`src/rtl/uart_pkg.sv`:
```
// Shared definitions for the word-oriented UART transmit and receive engines:
// sequencer state encoding, frame geometry and the frame length helper.
package uart_pkg;

   typedef enum logic [2:0] {
      ST_IDLE,
      ST_LOAD,
      ST_START,
      ST_DATA,
      ST_PARITY,
      ST_STOP
   } tx_state_e;

   localparam int BYTES_PER_WORD = 4;
   localparam int DATA_BITS      = 8;

   // Bits per frame: start + data + optional parity + stop bits.
   function automatic int frame_bits(input int parity_en, input int stop_bits);
      return 1 + DATA_BITS + parity_en + stop_bits;
   endfunction

endpackage

```
`src/rtl/uart_tx_fifo.sv`:
```
// Synchronous word FIFO with first-word-fall-through read data.
// A push is refused whenever the FIFO is full, even if a pop happens in the same cycle.
module uart_tx_fifo #(
   parameter int DEPTH = 4,
   parameter int WIDTH = 32
) (
   input  logic                     clk,
   input  logic                     reset,
   input  logic                     push_i,
   input  logic [WIDTH-1:0]         wdata_i,
   input  logic                     pop_i,
   output logic [WIDTH-1:0]         rdata_o,
   output logic                     full_o,
   output logic                     empty_o,
   output logic [$clog2(DEPTH):0]   level_o
);

   localparam int AW = $clog2(DEPTH);
   localparam logic [AW:0] FULL_LVL = DEPTH[AW:0];

   logic [WIDTH-1:0] mem_q [DEPTH];
   logic [AW-1:0]    wr_ptr_q;
   logic [AW-1:0]    rd_ptr_q;
   logic [AW:0]      count_q;
   logic             push_ok;
   logic             pop_ok;

   assign full_o  = (count_q == FULL_LVL);
   assign empty_o = (count_q == '0);
   assign level_o = count_q;
   assign rdata_o = mem_q[rd_ptr_q];
   assign push_ok = push_i && !full_o;
   assign pop_ok  = pop_i && !empty_o;

   always_ff @(posedge clk or negedge reset) begin
      if (!reset) begin
         wr_ptr_q <= '0;
         rd_ptr_q <= '0;
         count_q  <= '0;
      end else begin
         if (push_ok) wr_ptr_q <= wr_ptr_q + 1'b1;
         if (pop_ok)  rd_ptr_q <= rd_ptr_q + 1'b1;
         case ({push_ok, pop_ok})
            2'b10:   count_q <= count_q + 1'b1;
            2'b01:   count_q <= count_q - 1'b1;
            default: count_q <= count_q;
         endcase
      end
   end

   // Storage needs no reset: occupancy is tracked solely by the pointers and count.
   always_ff @(posedge clk) begin
      if (push_ok) mem_q[wr_ptr_q] <= wdata_i;
   end

endmodule

```
`src/rtl/uart_word_tx.sv`:
```
// UART transmit engine: serialises queued 32-bit words as four byte frames, byte 0 first,
// with back-to-back frames and words whenever data is waiting.
module uart_word_tx
   import uart_pkg::*;
#(
   parameter int CLK_DIV    = 10416,
   parameter int FIFO_DEPTH = 4,
   parameter int PARITY_EN  = 0,
   parameter int PARITY_ODD = 0,
   parameter int STOP_BITS  = 1
) (
   input  logic                          clk,
   input  logic                          reset,
   input  logic                          s_valid,
   output logic                          s_ready,
   input  logic [31:0]                   s_data,
   output logic                          uart_tx,
   output logic                          busy,
   output logic                          tx_done,
   output logic [$clog2(FIFO_DEPTH):0]   fifo_level
);

   localparam int             CW        = $clog2(CLK_DIV);
   localparam logic [CW-1:0]  CNT_MAX   = CW'(CLK_DIV - 1);
   localparam logic [2:0]     STOP_LAST = 3'(STOP_BITS - 1);
   localparam logic [2:0]     DATA_LAST = 3'(DATA_BITS - 1);
   localparam logic [1:0]     BYTE_LAST = 2'(BYTES_PER_WORD - 1);
   localparam logic           PAR_ODD   = (PARITY_ODD != 0);

   if (STOP_BITS != 1 && STOP_BITS != 2) begin : g_bad_stop_bits
      $error("uart_word_tx: STOP_BITS must be 1 or 2");
   end

   tx_state_e     state_q, state_d;
   logic [CW-1:0] cnt_q, cnt_d;
   logic [2:0]    bit_idx_q, bit_idx_d;
   logic [1:0]    byte_idx_q, byte_idx_d;
   logic [1:0]    byte_next;
   logic [31:0]   word_q, word_d;
   logic [7:0]    byte_q, byte_d;
   logic          busy_q;
   logic          bit_end;
   logic          fifo_pop;
   logic          fifo_full;
   logic          fifo_empty;
   logic [31:0]   fifo_rdata;

   uart_tx_fifo #(
      .DEPTH (FIFO_DEPTH),
      .WIDTH (32)
   ) u_fifo (
      .clk     (clk),
      .reset   (reset),
      .push_i  (s_valid),
      .wdata_i (s_data),
      .pop_i   (fifo_pop),
      .rdata_o (fifo_rdata),
      .full_o  (fifo_full),
      .empty_o (fifo_empty),
      .level_o (fifo_level)
   );

   assign s_ready = !fifo_full;
   assign busy    = busy_q;
   assign bit_end = (cnt_q == CNT_MAX);

   always_ff @(posedge clk or negedge reset) begin
      if (!reset) begin
         state_q    <= ST_IDLE;
         cnt_q      <= '0;
         bit_idx_q  <= '0;
         byte_idx_q <= '0;
         word_q     <= '0;
         byte_q     <= '0;
         busy_q     <= 1'b0;
      end else begin
         state_q    <= state_d;
         cnt_q      <= cnt_d;
         bit_idx_q  <= bit_idx_d;
         byte_idx_q <= byte_idx_d;
         word_q     <= word_d;
         byte_q     <= byte_d;
         busy_q     <= (state_d != ST_IDLE);
      end
   end

   always_comb begin
      state_d    = state_q;
      cnt_d      = '0;
      bit_idx_d  = bit_idx_q;
      byte_idx_d = byte_idx_q;
      word_d     = word_q;
      byte_d     = byte_q;
      fifo_pop   = 1'b0;
      tx_done    = 1'b0;
      uart_tx    = 1'b1;
      byte_next  = byte_idx_q + 2'd1;

      if (state_q != ST_IDLE && state_q != ST_LOAD && !bit_end)
         cnt_d = cnt_q + 1'b1;

      case (state_q)
         ST_IDLE: begin
            if (!fifo_empty) begin
               fifo_pop   = 1'b1;
               word_d     = fifo_rdata;
               byte_idx_d = '0;
               state_d    = ST_LOAD;
            end
         end
         ST_LOAD: begin
            byte_d  = word_q[{byte_idx_q, 3'b000} +: 8];
            state_d = ST_START;
         end
         ST_START: begin
            uart_tx = 1'b0;
            if (bit_end) begin
               bit_idx_d = '0;
               state_d   = ST_DATA;
            end
         end
         ST_DATA: begin
            uart_tx = byte_q[bit_idx_q];
            if (bit_end) begin
               if (bit_idx_q == DATA_LAST) begin
                  bit_idx_d = '0;
                  state_d   = (PARITY_EN != 0) ? ST_PARITY : ST_STOP;
               end else begin
                  bit_idx_d = bit_idx_q + 1'b1;
               end
            end
         end
         ST_PARITY: begin
            uart_tx = (^byte_q) ^ PAR_ODD;
            if (bit_end) state_d = ST_STOP;
         end
         ST_STOP: begin
            // The next byte or word is latched in the last stop cycle so frames abut.
            if (bit_end) begin
               if (bit_idx_q != STOP_LAST) begin
                  bit_idx_d = bit_idx_q + 1'b1;
               end else begin
                  bit_idx_d = '0;
                  if (byte_idx_q != BYTE_LAST) begin
                     byte_idx_d = byte_next;
                     byte_d     = word_q[{byte_next, 3'b000} +: 8];
                     state_d    = ST_START;
                  end else begin
                     tx_done = 1'b1;
                     if (!fifo_empty) begin
                        fifo_pop   = 1'b1;
                        word_d     = fifo_rdata;
                        byte_d     = fifo_rdata[7:0];
                        byte_idx_d = '0;
                        state_d    = ST_START;
                     end else begin
                        state_d = ST_IDLE;
                     end
                  end
               end
            end
         end
         default: state_d = ST_IDLE;
      endcase
   end

endmodule

```
`config.mk`:
```
export PLATFORM = sky130hd
export DESIGN_NAME = uart_word_tx
export DESIGN_NICKNAME = d
export VERILOG_FILES = /design/src/rtl/uart_pkg.sv /design/src/rtl/uart_tx_fifo.sv /design/src/rtl/uart_word_tx.sv
export SDC_FILE = /design/constraint.sdc
export NUM_CORES = 1
export LEC_CHECK = 0
export BUFFER_PORTS_ARGS = -buffer_cell sky130_fd_sc_hd__buf_2
export CAP_MARGIN = 5
export CORE_MARGIN = 5
export CORE_UTILIZATION = 45
export CTS_CLUSTER_DIAMETER = 50
export DETAILED_ROUTE_END_ITERATION = 7
export PLACE_DENSITY_LB_ADDON = 0.25
export SYNTH_ARGS = -nofsm -noshare
export SYNTH_HDL_FRONTEND = slang
export SYNTH_SLANG_ARGS = --single-unit
export TNS_END_PERCENT = 100
```
`constraint.sdc`:
```
create_clock -name clk -period 3.8 [get_ports clk]
set_input_delay 0 -clock clk [delete_from_list [all_inputs] [get_ports clk]]
set_output_delay 0 -clock clk [all_outputs]
set_load 0.05 [all_outputs]
```
==> run summary, run 1 <==
Headroom to the max-slew limit came out at 31.89%. After routing the design area is 10,010 um^2. The total area inside the core boundary comes to 18,770 um^2.

Counting instances in the post-synthesis netlist gives the leading cell types as sky130_fd_sc_hd__edfxtp_1, sky130_fd_sc_hd__dfrtp_1, sky130_fd_sc_hd__mux4_2. The synthesized netlist contains 43 unique library cells. In this run the remaining antenna-violating nets after routing total 0. The peak fanout along the critical path works out to 8.

The logs give 9060 um^2 for the placed standard-cell area and 0.01052 ns for the worst-case clock skew. The worst setup path is launched from a flop. After technology mapping, the gate count stands at 503. In this run, post-CTS repair resized a total of 0 instances. The area share of the largest cell type after synthesis is 44.79%, and the growth of design area from synthesis to finish is 16.68%. The critical setup path kind was reg2reg. The slew at the pin with the worst max-slew slack was 1.022 ns. The tools report the net count after synthesis as 549. The number of slew-limit violations in the final report was 0. Of the cells placed in the final design, the portion with a size suffix greater than 1 is 29.67%. The die span in x works out to 148.1 um. The filler cell count came out at 1,509. The tools report the initial antenna violation count as 0. The tools report the total number of nets in the final design as 633. STA classifies the critical path endpoint as a flop. The count of state elements after synthesis was 198. The logs give 0 for the number of failing setup endpoints in the final timing report and 21,930 um^2 for the area of the die.

In this run the static leakage power is 0.003786 uW. Buffers inserted during clock tree synthesis total 17. The synthesized netlist occupies a cell area of 8582 um^2. The first global-routing pass estimated 25,510 um of wire. The final RePlAce weighted congestion was 0.8143. TritonCTS built the clock tree. The multi-input logic area is 2826 um^2. The signal on the critical path passes through or4b_4 -> nor4_4 -> a31oi_4 -> inv_1 -> ha_1 -> inv_1 -> fa_1 -> xor2_1 -> nor2_1 -> xor2_1. The tools report the detailed placement HPWL as 10,080 um.

The run gives 0 as the count of unresolved DRC violations after routing. Summed over all instances, the cell type with the most area after synthesis is sky130_fd_sc_hd__edfxtp_1. Together, buffers and inverters on the worst path number 2. Input and output buffers added on the ports amount to 41. Dividing the detail-routed via count by the number of cells gives 5.469. The most instantiated library cell after synthesis is sky130_fd_sc_hd__edfxtp_1.

In this design, the stage delay of the slowest critical-path cell is 0.57 ns. The logs give 45.73% for the initial core utilization and 15,550 um for the total wirelength of the detailed-routed design. The number of detailed-route iterations in the first pass is 6, and the global-route usage over all layers is 15.09%. On the critical path, the stage with the largest delay is an instance of sky130_fd_sc_hd__or4b_4. The run gives 43 as the maximum number of pins on one net before global-route repair. The worst hold path belongs to the class in2async.

In the synthesized netlist the dominant register cell turns out to be sky130_fd_sc_hd__edfxtp_1. Sequential elements use 65.20% of the synthesized area. The number of sinks handled by clock tree synthesis was 198; the number of ports placed on the die boundary was 42. For the worst-skew pair, the clock arrives at the later sink with an insertion delay of 0.44 ns.

The number of global-route vias before repair is 4,773, and the number of diodes added for antenna fixing is 0. The H-tree was split into 4 levels. The clock transition at the registers of the reported paths is 0.07 ns. The routed length per instance came out at 18.65 um.

After layout, the minimum clock period comes to 2.865 ns. Global routing finished with a remaining overflow of 0. For the hold violation total from the final report, the log shows 0. The flow ran to the end, and the final reports show no timing, DRC or antenna violations. The run gives 4,561 as the via count of the routed design.

Counting flops with a built-in enable in the synthesized netlist gives 128. Dividing total power by cell area gives a power density of 514.0 nW/um^2. After layout, the worst path uses 75.39% of the clock period. Setup repair after global routing left no endpoint under its margin.

Registers take 5597 um^2. The logs give 0.94 ns for the setup slack of the worst register-to-register path and 0 ns for the total negative slack. By area the synthesized netlist is led by sky130_fd_sc_hd__edfxtp_1, sky130_fd_sc_hd__dfrtp_1, sky130_fd_sc_hd__mux4_2.

The critical path required time was 4.16 ns; the number of warnings issued by yosys was 0. The tree is rooted in a sky130_fd_sc_hd__clkbuf_16. The worst-case IR drop observed on VDD is 314.4 uV. The cell class contributing the biggest share of worst-path delay is simple AND/OR/NAND/NOR gates. The tools report the max-cap check violation count as 0. The number of violations reported at the end of detailed-routing iteration 0 is 307, and the die boundary height is 148.1 um. The clock passes through at most 2 buffers. For this run, asynchronously set or reset flops after synthesis account for 35.35%. For the worst setup path, the data arrival time is 3.22 ns. The average cell area after synthesis was 17.06 um^2; the maximum operating frequency was 349.1 MHz.

Row generation in the floorplan step produced 50 rows.
## report_power, final
part           internal [uW]  switching [uW]  total [uW]
logic                    205             409         614
clock network            999             831        1830
registers               2630            76.2        2700
total                   3830            1320        5150
## final cells by class
cell class,instances,area share (%)
clock buffers,17,4.248
clock inverters,15,1.874
flip-flops and latches,198,55.89
multi-input cells,270,28.23
inverters,13,0.4873
repair buffers,87,6.348
well taps,234,2.924
## what timing repair did
| item | 4_1_cts | 5_1_grt |
|---|---|---|
| hold endpoints to repair | 170 | 0 |
| hold buffers | 34 | 0 |
| buffers inserted | 0 | 0 |
## cells by family after synthesis
family,Yosys count,share of synthesized area [%]
xor gates and xnor gates,26,2.653
AOI/OAI and AO/OA,32,2.508
muxes,92,19.84
DFF,198,65.20
adders and majority gates,11,1.691
and+or+nand+nor,109,6.240
buffers and inverters,35,1.866
## cells in the final DEF (no fill, tap or decap), drive strengths merged, types with 2 or more instances in the layout
cell	count
nor2b	2
dlygate4sd3	34
buf	53
nand2b	5
nand3	8
inv	20
nor3	4
clkbuf	17
nor3b	2
mux4	50
and3	5
xnor2	17
clkinvlp	3
nor2	34
a21oi	4
mux2	41
or3	2
o21ai	10
nand2	31
bufinv	2
edfxtp	128
dfrtp	70
xor2	9
nand4	6
clkinv	3
ha	10
and2	4
nor4	2
a31oi	12
## layer usage
| metal | GRT usage, % | wire, um | vias up |
|---|---|---|---|
| met5 | 0 | 0 | - |
| met4 | 5.635 | 189 | 0 |
| met3 | 3.321 | 600 | 18 |
| met2 | 24.75 | 7880 | 94 |
| met1 | 19.95 | 6881 | 2341 |
| li1 | - | - | 2108 |
## registers in the layout, summed over array words and instances, names as in the netlist
| name | flops |
|---|---|
| u_fifo.mem_q | 128 |
| word_q | 32 |
| cnt_q | 14 |
| byte_q | 8 |
| bit_idx_q | 3 |
| state_q | 3 |
| u_fifo.level_o | 3 |
| byte_idx_q | 2 |
| u_fifo.rd_ptr_q | 2 |
| u_fifo.wr_ptr_q | 2 |
| busy | 1 |
## stage by stage
stage                     hold WS (ns)  total power [uW]  utilization, %  cells  setup slack, ns
after detailed placement        0.1998              3351           48.27    768           0.9401
after CTS                       0.2658              5213           53.35    834           0.9229
after global placement          0.1886              3314           48.27    768            1.014
after floorplan                -0.2956              3096               -    503           0.9525
after global routing            0.3074              5366           53.35    834           0.6940
final                           0.2394              5147           53.35    834           0.9353
## worst paths after layout
| path | startpoint | end | depth (start not counted) |
|---|---|---|---|
| setup / recovery | cnt_q[4] | u_fifo.level_o[2] | 10 |
| hold / removal | reset | cnt_q[2] | 2 |
| hold reg to reg | cnt_q[0] | cnt_q[0] | 1 |
| setup reg to reg | cnt_q[4] | u_fifo.level_o[2] | 10 |
| max in group asynchronous | reset | u_fifo.rd_ptr_q[0] | 3 |
| min in group clk | s_data[27] | u_fifo.mem_q[2][27] | 2 |
## worst reg2reg max path: stages (launching register included)
cell and delay, ns:
sky130_fd_sc_hd__dfrtp_1 0.43, sky130_fd_sc_hd__or4b_4 0.57, sky130_fd_sc_hd__nor4_4 0.53, sky130_fd_sc_hd__a31oi_4 0.14, sky130_fd_sc_hd__inv_1 0.09, sky130_fd_sc_hd__ha_1 0.17, sky130_fd_sc_hd__inv_1 0.06, sky130_fd_sc_hd__fa_1 0.38
sky130_fd_sc_hd__xor2_1 0.15, sky130_fd_sc_hd__nor2_1 0.11, sky130_fd_sc_hd__xor2_1 0.15
No activity file was read; power rests on OpenSTA's default activity.
==> run 2, diff against run 1 <==
- clock period: 3.8 -> 2.67 ns (I/O delays scaled with it)
==> run 2 against run 1 <==
Against the previous run: wire length increased by 0.76%; maximum frequency increased by 15%; non-clock buffer count increased by 14; largest power group unchanged; highest routed layer unchanged.
==> run summary, run 2 (synthesis results as in run 1) <==
The run finished with clean final reports. The post-CTS setup repair buffer count was 0 (unchanged); the clock network power share was 36.4% (+0.8 points). Total wirelength of the detailed-routed design: 15,670 um (+0.76%). The cell-internal power was 5425 uW (+42%); the buffering stage count on the worst path with inverters included was 2 (unchanged). The switching power share of the total is 26.74% (+1.2 points). STA classifies the critical path startpoint as a flop.

The per-cell via count in the routed design is 5.381 (-1.6%). The run gives 0.44 ns (about the same) as the clock latency at the later pin of the worst-skew pair. Setup repair after global routing left no endpoint under its margin. TritonCTS built the clock tree. The peak fanout along the critical path came out at 4 (-4). The largest registers in the layout are u_fifo.mem_q: 128 flops, word_q: 32 flops, cnt_q: 14 flops.

The max-cap check violation count is 0 (unchanged). Number of diodes added for antenna fixing: 0 (unchanged). The power density over the cells was 727.8 nW/um^2 (+42%); the worst-case clock skew was 0.01240 ns (+0.001878 ns). The H-tree level count came out at 4 (unchanged). Class of the tightest hold or removal check: in2async. The worst setup path is captured at a flop.

The number of CTS-inserted buffers came out at 17 (unchanged). For the fraction of power consumed by combinational cells, the log shows 11.7% (-0.2 points). For the switching power, the log shows 1981 uW (+50%).

Worst max-slew margin expressed relative to the limit: 49.92% (+18 points). Leaving out fill and tap cells, the most frequent cell in the layout is sky130_fd_sc_hd__edfxtp_1. The share of the cycle needed by the critical path after routing was 92.94% (+18 points).

In the layout the commonest cells are sky130_fd_sc_hd__edfxtp_1, sky130_fd_sc_hd__dfrtp_1, sky130_fd_sc_hd__mux4_2. For the hold violation total from the final report, the log shows 0 (unchanged). The data arrival time of the worst path is 2.84 ns (-0.38 ns), and the final RePlAce weighted congestion is 0.8102 (-0.50%). The count of placed standard cells in the final layout, fillers left out was 848 (+1.7%); the number of ports placed on the die boundary was 42 (unchanged). For the number of slew-limit violations in the final report, the log shows 0 (unchanged). Counting flops per register, the top entry is u_fifo.mem_q. The run gives 0 (unchanged) as the number of failing setup endpoints in the final timing report.

The signal on the critical path passes through ha_1 -> nand4_1 -> nor4_4 -> a31oi_4 -> inv_2 -> ha_4 -> inv_2 -> fa_2 -> xor2_1 -> nor2_1 -> xor2_1. The run gives 18,770 um^2 (unchanged) as the core footprint. The initial core utilization is 45.73% (unchanged). Among all stages on the critical path, the largest delay is contributed by sky130_fd_sc_hd__nor4_4. The total overflow reported by the global router is 0 (unchanged), and the number of sinks handled by clock tree synthesis is 198 (unchanged). The maximum root-to-sink buffer count was 2 (unchanged); the cell count after placement was 782 (+1.8%). The clock transition at the registers of the reported paths came out at 0.07 ns (about the same).

Die boundary height: 148.1 um (unchanged). Among cell families on the critical path, the largest total delay comes from simple AND/OR/NAND/NOR gates. The filler cell count is 1,459 (-3.3%), and the depth of the worst register-to-register path is 11 (+1). The largest stage delay on the critical path was 0.43 ns (-0.14 ns). For the detailed placement HPWL, the log shows 10,050 um (-0.25%). The critical path required time is 3.03 ns (-1.13 ns), and the total number of nets in the final design is 647 (+2.2%). Number of I/O port buffers: 41 (unchanged).

The flip-flop count of the largest register after layout is 128 (unchanged), and the final critical delay including setup and external delays is 2.482 ns (-0.3832 ns). The maximum number of pins on one net before global-route repair is 35 (-19%), and the count of antenna-violating nets left after detailed routing is 0 (unchanged). The number of global-route vias before repair is 4,848 (+1.6%). Compared with the post-synthesis result, the final layout area differs by 18.57%. Routed length per instance: 18.48 um (-0.90%). Root buffer cell: sky130_fd_sc_hd__clkbuf_16.

The initial antenna violation count is 0 (unchanged), and the via count of the routed design is 4,563 (+0.044%). The maximum operating frequency was 403.0 MHz (+15%). The global-route usage over all layers came out at 15.39% (+0.30 points). Critical setup path kind: reg2reg. The run gives 51.9% (-0.6 points) as the sequential share of power. For the area of the die, the log shows 21,930 um^2 (unchanged). The die span in x was 148.1 um (unchanged). The peak supply drop was 491.5 uV (+56%). The total leakage power is 0.003884 uW (+2.6%), and the depth of the critical timing path with buffers and inverters included is 11 (+1). The run gives 50 (unchanged) as the floorplan row count. Fraction of final layout cells with drive strength greater than 1: 32.41% (+2.7 points). The wire length of the first global-routing pass was 26,110 um (+2.4%); the slew at the pin with the worst max-slew slack was 0.7513 ns (-0.2705 ns).

The run gives 245 (-20%) as the number of violations reported at the end of detailed-routing iteration 0. The worst hold-check slack came out at 0.1689 ns (-0.07047 ns). Final design utilization: 54.22% (+0.87 points).

Count of unresolved DRC violations after routing: 0 (unchanged). Number of detailed-route iterations in the first pass: 4 (-2).
-- run 2: timing repair --
action / in CTS / in global routing
endpoints found under the hold margin: 161 / 0
gates resized for setup: 0 / 0
hold buffers: 34 / 0
-- run 2: power groups by stage --
stage | Clock, uW | Combinational, uW | Sequential [uW]
6_report | 2700 | 868 | 3840
5_1_grt | 2890 | 952 | 3880
4_1_cts | 2760 | 902 | 3850
3_5_place_dp | 0 | 860 | 3910
3_3_place_gp | 0 | 827 | 3890
2_1_floorplan | 0 | 451 | 3970
-- run 2: worst paths after layout --
path                                  from             endpoint  slack [ns]
worst min-delay path                 reset             cnt_q[3]        0.17
worst min register to register    cnt_q[0]             cnt_q[0]        0.48
min in group clk                s_data[28]  u_fifo.mem_q[3][28]        0.31
max in group asynchronous            reset           word_q[23]        1.69
worst max-delay path              cnt_q[0]    u_fifo.level_o[2]        0.19
worst max register to register    cnt_q[0]    u_fifo.level_o[2]        0.19
-- run 2: layout make-up --
cell class | count | area (um^2) | share of cell area (%)
inverter | 13 | 48.80 | 0.4795
timing repair buffer | 101 | 753.2 | 7.402
sequential | 198 | 5597 | 55.00
clock buffer | 17 | 425.4 | 4.181
clock inverter | 15 | 210.2 | 2.066
multi-input combinational | 270 | 2849 | 28.00
tap | 234 | 292.8 | 2.877
-- run 2: stage by stage --
stage / total power [uW] / cell area, um^2 / setup WS (ns) / setup TNS [ns]
5_1_grt: 7716 / 10180 / 0.03117 / 0
2_1_floorplan: 4418 / 8605 / -0.04417 / -0.04417
6_report: 7406 / 10180 / 0.1884 / 0
3_5_place_dp: 4774 / 9200 / 0.1534 / 0
4_1_cts: 7515 / 10180 / 0.1560 / 0
3_3_place_gp: 4715 / 9200 / 0.2509 / 0
-- run 2: worst register-to-register path, delay by kind of cell (launching register included) --
kind	cells	cell delay (ns)
AND/OR/NAND/NOR	3	0.79
adder cells (fa/ha/maj)	3	0.68
flip-flops	1	0.38
XOR/XNOR	2	0.29
AO/OA/AOI/OAI	1	0.14
buffers and inverters	2	0.12
-- run 2: routing by layer --
layer	track usage [%]	share of wire [%]
met2	26.26	52
met4	5.219	1.6
met3	2.956	2.3
met5	0	0
met1	19.95	44
==> run 3, diff against run 2 <==
- SYNTH_HIERARCHICAL: unset -> 1
==> run 3 against run 2 <==
Against the previous run: the run now ends with negative setup slack left; combinational power grew to 3.0 times the previous value; register-to-register slack worse by 0.20 ns; synthesized cell count decreased by 3.4%; via count fell by 0.18%; clock skew up 0.0014 ns; die area grew 1.0%; cell count increased by 2.8%; critical path type unchanged.
==> run summary, run 3 <==
The flow ran to the end, but the final reports show violations. The checks that failed: negative setup slack. For the worst-case clock skew, the log shows 0.01381 ns (+0.001415 ns). For the core footprint, the log shows 18,830 um^2 (+0.33%). Sorting the synthesized cells by area gives the leading types as sky130_fd_sc_hd__edfxtp_1, sky130_fd_sc_hd__dfrtp_1, sky130_fd_sc_hd__mux4_2.

The per-cell via count in the routed design is 5.224 (-2.9%), and the H-tree level count is 4 (unchanged). The number of diodes added for antenna fixing was 0 (unchanged). In this run the worst hold path is classified as in2async. Routed length per instance: 18.53 um (+0.31%). The logs give 572.5 uV (+16%) for the peak supply drop and 26,720 um (+2.4%) for the wire length of the first global-routing pass. The sum of internal, switching and leakage power was 9732 uW (+31%).

Primary flip-flop cell chosen by synthesis mapping: sky130_fd_sc_hd__edfxtp_1. The logs give 230 (-6.1%) for the number of violations reported at the end of detailed-routing iteration 0 and 26.4% (+15 points) for the fraction of power consumed by combinational cells. Global-route usage over all layers: 15.73% (+0.34 points). The count of unresolved DRC violations after routing is 0 (unchanged). STA classifies the critical path endpoint as a flop.

The proportion of synthesized flip-flops having asynchronous set or reset is 35.35% (unchanged). The cell-internal power is 6839 uW (+26%), and the growth of design area from synthesis to finish is 19.25%. The logs give 4,555 (-0.18%) for the via count of the routed design and 372.3 MHz (-7.6%) for the maximum operating frequency.

Most flop-heavy register: u_fifo/mem_q. The detailed placement HPWL came out at 10,230 um (+1.8%). The worst setup slack after placement is -0.01167 ns (-0.1651 ns). Initial antenna violation count: 0 (unchanged). Average cell area after synthesis: 17.86 um^2 (+4.7%).

The number of CTS-inserted buffers was 17 (unchanged); the area share of the largest cell type after synthesis was 44.29% (-0.50 points). The largest individual stage delay along the critical path comes from the cell sky130_fd_sc_hd__or4b_4. Count of flip-flops with a built-in enable after synthesis: 128 (unchanged). Setup repair after global routing could not meet its margin everywhere.

Number of sinks handled by clock tree synthesis: 198 (unchanged). The area of the die came out at 22,160 um^2 (+1.0%). The tools report the number of global-route vias before repair as 4,921 (+1.5%). The run gives 872 (+2.8%) as the count of placed standard cells in the final layout, fillers left out.

The tools report the number of distinct library cells after synthesis as 50 (+16%). For the total number of nets in the final design, the log shows 645 (-0.31%). The share of the cycle needed by the critical path after routing is 100.6% (+7.6 points), and the total leakage power is 0.004000 uW (+3.0%). In this run the clock root is driven by a sky130_fd_sc_hd__clkbuf_16. STA classifies the critical path startpoint as a flop.

The tools report the total overflow reported by the global router as 0 (unchanged). The tools report the floorplan row count as 50 (unchanged). The critical setup path kind was reg2reg. The signal on the critical path passes through or4b_4 -> nor4_4 -> and3_4 -> a31oi_4 -> inv_2 -> o31a_1 -> ha_2 -> inv_2 -> fa_2 -> xor2_1 -> nor2_1 -> xor2_1. The commonest cells after synthesis are sky130_fd_sc_hd__edfxtp_1, sky130_fd_sc_hd__dfrtp_1, sky130_fd_sc_hd__mux4_2.

The tools report the post-synthesis cell count as 486 (-3.4%). For the sequential share of power, the log shows 46.0% (-5.9 points). For the hold violation total from the final report, the log shows 0 (unchanged). The run gives 0.43 ns (about the same) as the clock latency at the later pin of the worst-skew pair. Final RePlAce weighted congestion: 0.8038 (-0.79%). Leaving out fill and tap cells, the most frequent cells in the layout are sky130_fd_sc_hd__edfxtp_1, sky130_fd_sc_hd__dfrtp_1, sky130_fd_sc_hd__mux4_2. The largest registers in the layout are u_fifo/mem_q: 128 flops, word_q: 32 flops, cnt_q: 14 flops. For the max-cap check violation count, the log shows 0 (unchanged). Data arrival time of the worst path: 3.04 ns (+0.20 ns). The fraction of final layout cells with drive strength greater than 1 was 35.78% (+3.4 points); the register area share after synthesis was 64.48% (-0.72 points). The total negative slack is -0.01570 ns (-0.01570 ns), and the maximum root-to-sink buffer count is 2 (unchanged). The switching power was 2893 uW (+46%). Summed over all instances, the cell type with the most area after synthesis is sky130_fd_sc_hd__edfxtp_1.

Among all cell types in the netlist, the one instantiated most often is sky130_fd_sc_hd__edfxtp_1. The largest stage delay on the critical path was 0.56 ns (+0.13 ns). The final critical delay including setup and external delays works out to 2.686 ns (+0.2041 ns). The minimum setup slack in the final design was -0.01570 ns (-0.2041 ns).

The switching power share of the total is 29.72% (+3.0 points). The number of failing setup endpoints in the final timing report was 1 (+1); the die span in x was 148.9 um (+0.52%). The number of I/O port buffers is 41 (unchanged). The slew at the pin with the worst max-slew slack is 1.010 ns (+0.2589 ns). The number of slew-limit violations in the final report was 0 (unchanged). The post-synthesis instance area was 8678 um^2 (+1.1%); the cell count after placement was 802 (+2.6%).

The logs give 54.96% (+0.74 points) for the final design utilization and 32.51% (-17 points) for the worst max-slew margin expressed relative to the limit. TritonCTS built the clock tree. The number of ports placed on the die boundary is 42 (unchanged), and the clock transition at the registers of the reported paths is 0.08 ns (about the same). The die boundary height came out at 148.9 um (+0.52%).

The tools report the number of warnings issued by yosys as 6 (+6). For the net count after synthesis, the log shows 532 (-3.1%). The count of state elements after synthesis is 198 (unchanged), and the peak fanout along the critical path is 2 (-2). The run gives 3.03 ns (about the same) as the critical path required time. Leaving out fill and tap cells, the most frequent cell in the layout is sky130_fd_sc_hd__edfxtp_1. For the clock network power share, the log shows 27.7% (-8.7 points).

The tools report the total wirelength of the detailed-routed design as 16,160 um (+3.1%). The flip-flop count of the largest register after layout is 128 (unchanged), and the power density over the cells is 940.4 nW/um^2 (+29%). The maximum number of pins on one net before global-route repair is 40 (+14%), and the initial core utilization is 46.09% (+0.36 points). The count of antenna-violating nets left after detailed routing was 0 (unchanged); the number of detailed-route iterations in the first pass was 4 (unchanged).

The filler cell count is 1,448 (-0.75%). The post-cts resize count is 0 (unchanged).
run 3: changes by cell type after synthesis, moves of 4 or more:
cell	before	now
sky130_fd_sc_hd__xnor2_1	17	13
sky130_fd_sc_hd__nor2_1	34	20
sky130_fd_sc_hd__nand2_1	31	22
sky130_fd_sc_hd__mux4_1	0	4
sky130_fd_sc_hd__mux4_2	50	46
sky130_fd_sc_hd__a31oi_1	11	1
sky130_fd_sc_hd__mux2i_1	1	9
run 3: cell families (layout without fill, tap and decap cells):
group | Yosys count | count (layout) | share of synthesized area (%)
flip-flops | 198 | 198 | 64.48
multiplexers | 102 | 102 | 21.02
AND/OR/NAND/NOR | 85 | 85 | 5.248
buffers and inverters | 35 | 161 | 2.480
AO/OA/AOI/OAI | 30 | 30 | 2.581
XOR/XNOR | 25 | 25 | 2.523
adder cells (fa/ha/maj) | 11 | 11 | 1.672
run 3: layout make-up:
cell class	instances	area, um^2	area share [%]
clock buffer	17	425.4	4.111
clock inverter	15	207.7	2.007
inverter	13	48.80	0.4715
multi-input combinational	253	2879	27.82
sequential	198	5597	54.08
tap	260	325.3	3.144
timing repair buffer	116	865.8	8.367
run 3: per-stage QoR:
stage	hold WS, ns	cell area, um^2
detailed placement	0.1970	9345
CTS	0.2647	10320
floorplan	-0.2956	8690
global route	0.3039	10350
finish	0.2427	10350
global placement	0.1763	9345
run 3: final timing paths:
kind	startpoint	to	slack, ns	cells past startpoint
max in group asynchronous	reset	word_q[0]	1.61	3
worst min-delay path	reset	cnt_q[4]	0.24	2
worst max-delay path	cnt_q[4]	u_fifo/level_o[2]	-0.02	12
worst max register to register	cnt_q[4]	u_fifo/level_o[2]	-0.02	12
worst min register to register	word_q[0]	word_q[0]	0.54	1
min in group clk	s_data[13]	u_fifo/mem_q[1][13]	0.31	2
run 3: routing by layer:
layer | global-route usage (%) | vias up | part of all wire, %
met1 | 20.26 | 2387 | 44
met3 | 3.434 | 7 | 2.9
li1 | - | 2096 | -
met2 | 27.03 | 65 | 52
met4 | 4.531 | 0 | 0.51
met5 | 0 | - | 0
run 3: power groups by stage:
stage          clock, uW  sequential (uW)  combinational [uW]
2_1_floorplan          0             4440                1930
3_3_place_gp           0             4490                2520
3_5_place_dp           0             4550                2580
4_1_cts             2760             4480                2630
5_1_grt             2900             4550                2800
6_report            2690             4470                2570
run 3: what timing repair did:
| action | 4_1_cts | 5_1_grt |
|---|---|---|
| setup endpoints to repair | 1 | 2 |
| gates cloned | 0 | 0 |
| hold buffers | 34 | 0 |
| setup buffers | 0 | 4 |
| endpoints found under the hold margin | 166 | 0 |
| pin swaps | 0 | 1 |
run 3: critical path, delay by kind of cell (launching register included):
family	cells	cell delay, ns
adders and majority gates	2	0.52
xor gates and xnor gates	2	0.30
DFF	1	0.39
AOI/OAI and AO/OA	2	0.23
buffers and inverters	2	0.10
and+or+nand+nor	4	1.08
